File: src/rtl/rr_index_arbiter_8.sv
// Round-robin arbiter over 8 requesters: latches one winner index, holds it until
// valid & ready, then pulses a one-hot ack and advances the pointer past the winner.
module rr_index_arbiter_8 #(
  parameter logic [2:0] PRIO_RESET = 3'd0
) (
  input  logic       clk,
  input  logic       rst_n,
  input  logic [7:0] req,
  input  logic       ready,
  output logic       valid,
  output logic [2:0] idx,
  output logic [7:0] ack,
  output logic       busy
);

  // Handshake: idx is offered while valid=1 and held stable until a cycle
  // in which valid & ready are both high; ready is ignored while valid=0.
  typedef enum logic {
    IDLE  = 1'b0,
    GRANT = 1'b1
  } state_t;

  state_t     state, state_nxt;
  logic [2:0] ptr, ptr_nxt;
  logic [2:0] idx_nxt;
  logic [7:0] ack_nxt;
  logic [2:0] winner;
  logic [2:0] cand;
  logic       found;

  // Search starts at ptr and wraps 7 -> 0; the first set request wins.
  always_comb begin
    winner = 3'd0;
    found  = 1'b0;
    cand   = 3'd0;
    for (int k = 0; k < 8; k++) begin
      cand = ptr + 3'(k);
      if (!found && req[cand]) begin
        winner = cand;
        found  = 1'b1;
      end
    end
  end

  always_comb begin
    state_nxt = state;
    ptr_nxt   = ptr;
    idx_nxt   = idx;
    ack_nxt   = 8'd0;
    case (state)
      IDLE: begin
        if (found) begin
          idx_nxt   = winner;
          state_nxt = GRANT;
        end
      end
      GRANT: begin
        if (ready) begin
          ack_nxt   = 8'd1 << idx;
          ptr_nxt   = idx + 3'd1;
          state_nxt = IDLE;
        end
      end
      default: state_nxt = IDLE;
    endcase
  end

  always_ff @(posedge clk) begin
    if (!rst_n) begin
      state <= IDLE;
      ptr   <= PRIO_RESET;
      idx   <= 3'd0;
      ack   <= 8'd0;
    end else begin
      state <= state_nxt;
      ptr   <= ptr_nxt;
      idx   <= idx_nxt;
      ack   <= ack_nxt;
    end
  end

  // Both flags are the state flop itself, so neither depends on a live input.
  assign valid = (state == GRANT);
  assign busy  = (state == GRANT);

endmodule

File: config.mk
export PLATFORM = sky130hd
export DESIGN_NAME = rr_index_arbiter_8
export DESIGN_NICKNAME = d
export VERILOG_FILES = /design/src/rtl/rr_index_arbiter_8.sv
export SDC_FILE = /design/constraint.sdc
export NUM_CORES = 1
export LEC_CHECK = 0
export ABC_CLOCK_PERIOD_IN_PS = 6750
export CAP_MARGIN = 10
export CORE_MARGIN = 2
export CORE_UTILIZATION = 61
export CTS_CLUSTER_DIAMETER = 120
export DETAILED_ROUTE_END_ITERATION = 6
export DONT_BUFFER_PORTS = 1
export PLACE_DENSITY = 0.84
export SLEW_MARGIN = 20
export SYNTH_ARGS = -nofsm -noshare
export SYNTH_HDL_FRONTEND = slang
export SYNTH_SLANG_ARGS = --single-unit
File: constraint.sdc
create_clock -name clk -period 6.75 [get_ports clk]
set_input_delay 2.025 -clock clk [delete_from_list [all_inputs] [get_ports clk]]
set_output_delay 2.025 -clock clk [all_outputs]
set_load 0.01 [all_outputs]
# Yosys cells after proc, flatten, opt, wreduce, memory -nomap -nowiden
# Cells that the tools add are included.
# totals
register_bits,15
latch_bits,0
mem_bits_rw,0
mem_bits_ro,0
inputBits,11
out_inout_bits,13
n_memories,0
# op_classes
n_addsub,8
mul,0
n_div,0
magnitude_cmp,8
n_eq_ne,0
shift,1
muxes,35
bitwise_logic,1
reduce_logical,17
# ops
cell,n
3-bit by 4-bit < comparator with 1-bit output (second input constant),8
1-bit binary-select mux with 3-bit select,8
3-bit two-way mux,8
1-bit two-way mux,18
3-bit adder (second input constant),4
1-bit by 3-bit left shift with 8-bit output (first input constant),1
1-bit logical AND,7
1-bit logical NOT,7
3-bit by 1-bit adder with 3-bit output (second input constant),2
3-bit by 2-bit adder with 3-bit output (second input constant),2
2-bit AND reduction,2
3-bit AND reduction,1
1-bit case mux with 2 select lines,1
1-bit inverter,1

# Depth between registers and ports, before layout
# logic_depth
word_depth,26
ltp_mapped,12
ltp_nobuf,9

# Worst setup path before layout
# OpenSTA, ideal clock, no wires.
# synth_timing
path_kind,input-to-reg
startpoint,input req[1]
endpoint,register idx[1]
setup_ns,0.130
arrival_ns,3.587
required_time_ns,6.620
path_slack_ns,3.033
cell_stages,5
n_path_buf,0
cell_sequence,mux4_2 > mux2_4 > or3_4 > a2111oi_1 > nor4_1
# synth_between
elab_chain_len,25
# synth_rtl
item,line,text
"start, declared",8,"input logic [7:0] req,"
1-bit binary-select mux with 3-bit select,38,if (!found && req[cand]) begin
1-bit two-way mux (not written as such),38,
1-bit two-way mux,38,
1-bit logical NOT,38,
1-bit logical AND,38,
1-bit two-way mux,38,
1-bit logical NOT,38,
1-bit logical AND,38,
(+9 left out),-,
1-bit two-way mux,38,
1-bit logical NOT,38,
1-bit logical AND,38,
1-bit two-way mux,38,
1-bit logical NOT,38,
1-bit logical AND,38,
1-bit two-way mux,38,
2-bit AND reduction (no source line),-,
"end signal, assigned",77,idx <= idx_nxt;
"end, declared",11,"output logic [2:0] idx,"
# Parallel ways exist; a longest one is shown, timed or not. The select of a mux whose other input is x is not followed.
# A chain may end at the register's enable or synchronous reset.

# Worst setup path after layout
# layout_timing
startpoint,register ptr[0]
endpoint,register idx[1]
# layout_between
elab_chain_len,25
# layout_rtl
item,line,text
"start, declared",24,"logic [2:0] ptr, ptr_nxt;"
"start signal, assigned",76,ptr <= ptr_nxt;
branches (longest 25 deep; another with 3-bit by 1-bit adder with 3-bit output),-,
# Parallel ways; which one is timed is not known. The select of a mux whose other input is x is not followed.

==> flow_metrics.tcl <==
set metrics [dict create \
    grt_antenna_before_repair 0 \
    final_critical_path_setup_slack_ns 2.96 \
    hold_end "idx[2]" \
    via_count 1325 \
    dp_hpwl_um 2620 \
    fin_crit_sh 0.562 \
    fin_skew_ns 0.00256 \
    grt_pass1_wl_um 5750 \
    crit_type "reg2reg" \
    share_clk_of_total_power 0.179 \
    area.sequential_sq_um 300 \
    netSwitchingFraction 0.388 \
    routabilityCongestion 0.999 \
    cts-buffers-inserted 3 \
    worst_setup_hold_path_clk_slew_ns 0.08 \
    critPathArrivalTime_ns 3.95 \
    core_area_sq_um 2250 \
    avgSynthCellArea_sq_um 8.86 \
    rows 17 \
    yosys.cell_types.count 53 \
    path_buf_inv 1 \
    r2r-start "ptr[0]" \
    grt_usage 0.279 \
    worst_hold_path_type "reg2reg" \
    initial_core_util 0.656 \
    cts.repair_timing.setup_buffer_count 0 \
    hold_viol 0 \
    comb_power_share 0.439 \
    switchingPower_uw 109 \
    syn-cell-area_sq_um 1480 \
    cp_max_fo 20 \
    ios 24 \
    num-nets-final 179 \
    slew_headroom 0.491 \
    worst_reg2reg_path_length_in_cells 8 \
    yosys_register_bits 15 \
    power.ir.vdd_worst_mv 0.139 \
    vias_per_cell 7.01 \
    clock_latency_reported_for_the_late_side_of_the_worst_skew_pair_ns 0.28 \
    power.density_nw_per_um2 190 \
    setup_tns_ns 0 \
    max-clock-path-buffers 2 \
    cellInternalPower_uw 172 \
    synthesis.instances 167 \
    synth.yosys.warnings 0 \
    met2_wirelength_um 1630 \
    min_delay_path_depth 2 \
    fmax_mhz 264 \
    clock_tree_root_buffer_cell "sky130_fd_sc_hd__clkbuf_4" \
    top_routing_layer_in_use "met4" \
    post_drt_wl_per_cell_um 18.2 \
    min_delay_src "idx[2]" \
    most_frequent_standard_cell_in_the_layout_excluding_fill_and_tap_cells "sky130_fd_sc_hd__nand2_1" \
    drv_slew 0 \
    globalRoute.totalOverflow 0 \
    crit-reg2reg-capture "idx[1]" \
    die_y_um 53.3 \
    fin_worst_hold_slack_ns 0.642 \
    rsz_0062_raised_after_global_routing "no" \
    nets_in_the_synthesized_netlist 184 \
    multi_input_comb_area_sq_um 1080 \
    timing.final.setup_violations 0 \
    critPathTopFamily "multiplexers" \
    die_area_sq_um 2840 \
    drc 0 \
    drv.max_cap_violation_count 0 \
    ant_nets 0 \
    part_of_the_total_power_dissipated_in_sequential_elements 0.382 \
    port_buffers 0 \
    timing.critical_path.slowest_cell_delay_ns 0.82 \
    layout.cells.most_common_list "sky130_fd_sc_hd__nand2_1, sky130_fd_sc_hd__dfxtp_1, sky130_fd_sc_hd__inv_1, sky130_fd_sc_hd__mux2i_1, sky130_fd_sc_hd__nor2_1" \
    finalCriticalPeriod_ns 3.79 \
    num-fill-cells 177 \
    cts_resized 0 \
    post-route-util 0.656 \
    clk_sink_count 15 \
    grt_max_degree 21 \
    crit_path_end_kind "flip-flop" \
    worst_setup_path_start_kind "flip-flop" \
    timing.reg2reg.setup_slack_ns 2.96 \
    number_of_global_route_vias_before_repair 1232 \
    m1WireLength_um 1480 \
    power.leakage_nw 0.578 \
    critical-path-slowest-cell "sky130_fd_sc_hd__dfxtp_1" \
    clock_tree.htree_level_count 1 \
    x_dimension_of_the_die_um 53.3 \
    worst_ep_required_time_ns 6.91 \
    diodes 0 \
    pre_cts_slack_ns 2.88 \
    critical_path.cell_chain "inv_2 > ha_1 > mux4_2 > mux2i_1 > a32oi_1 > or3_4 > a2111oi_1 > nor4_1" \
    synth_ff_type "sky130_fd_sc_hd__dfxtp_1" \
    route.final.wire_length_um 3450 \
    hold_bufs_at_cts 0 \
    timing_worst_slew_pin_value_ns 0.762 \
    synth_enable_flop_cells 0 \
    drt_pre_antenna_iters 4 \
    async_flop_share 0 \
    synth_seq_area_share 0.203 \
    met3RoutedLength_um 319 \
    status "finished clean" \
    first_iter_violations 83 \
    tritoncts_clock_tree "yes" \
    post_route_cells_drive_above_1_share 0.137 \
    flow.area_growth_from_synthesis_pct 0 \
]
-- cells in the mapped netlist (all sizes together), types with 5 or more instances --
master  instances  area share
mux2            6       0.048
inv            11       0.028
ha              6       0.051
nand2          18       0.046
mux2i          10       0.068
and2            8       0.034
nor2           10       0.027
mux4            9        0.14
buf             7       0.034
nand3           6       0.020
dfxtp          15        0.20
a21oi           5       0.017
-- layer usage --
| layer | vias to the layer above | track usage |
|---|---|---|
| met4 | 0 | 0.0769 |
| met2 | 80 | 0.418 |
| met5 | - | 0 |
| li1 | 619 | - |
| met3 | 4 | 0.0847 |
| met1 | 622 | 0.387 |
-- how the worst max path moves through the flow --
stage                 from      to  slack, ns  cells past startpoint
finish              ptr[0]  idx[1]       2.96                      8
global route        ptr[0]  idx[1]       2.66                      8
CTS                 ptr[0]  idx[1]       2.96                      8
detailed placement  req[1]  idx[1]       2.88                      5
global placement    req[1]  idx[1]       2.95                      5
floorplan           req[1]  idx[1]       3.03                      5
-- power groups by stage --
stage                     logic, mW  clock network (mW)  registers, mW
after floorplan               0.110                   0          0.101
after global placement        0.118                   0          0.109
after detailed placement      0.120                   0          0.109
after CTS                     0.121              0.0520          0.107
after global routing          0.134              0.0572          0.109
final                         0.124              0.0504          0.107
-- registers in the layout (all words and copies together), names as in the netlist --
register  flops
ptr           3
idx           3
busy          1
ack           8
-- cell type report --
cell class              count  area share
clock buffers               4      0.0178
inverters                  11      0.0279
multi-input cells         131       0.728
flip-flops and latches     15       0.203
well taps                  28      0.0237
-- cells by family after synthesis --
| group | count (synthesis) | synth area share |
|---|---|---|
| DFF | 15 | 0.203 |
| xor gates and xnor gates | 4 | 0.0237 |
| adders and majority gates | 6 | 0.0507 |
| buffers and inverters | 21 | 0.0693 |
| and+or+nand+nor | 60 | 0.207 |
| muxes | 25 | 0.255 |
| AOI/OAI and AO/OA | 36 | 0.191 |
-- stage by stage --
stage | cell area [sq um] | cells | power (mW)
2_1_floorplan | 1480 | 167 | 0.211
3_3_place_gp | 1450 | 185 | 0.227
3_5_place_dp | 1450 | 185 | 0.230
4_1_cts | 1480 | 189 | 0.281
5_1_grt | 1480 | 189 | 0.300
6_report | 1480 | 189 | 0.281
-- worst reg2reg max path: cells and delay by family, from the launching register on --
family	cells	cell delay [ns]
buf+inv	1	0.21
simple gates	2	0.51
mux	2	0.87
compound gates	2	0.48
fa+ha+maj	1	0.77
flops	1	0.82
No activity file was read; power rests on OpenSTA's default activity.
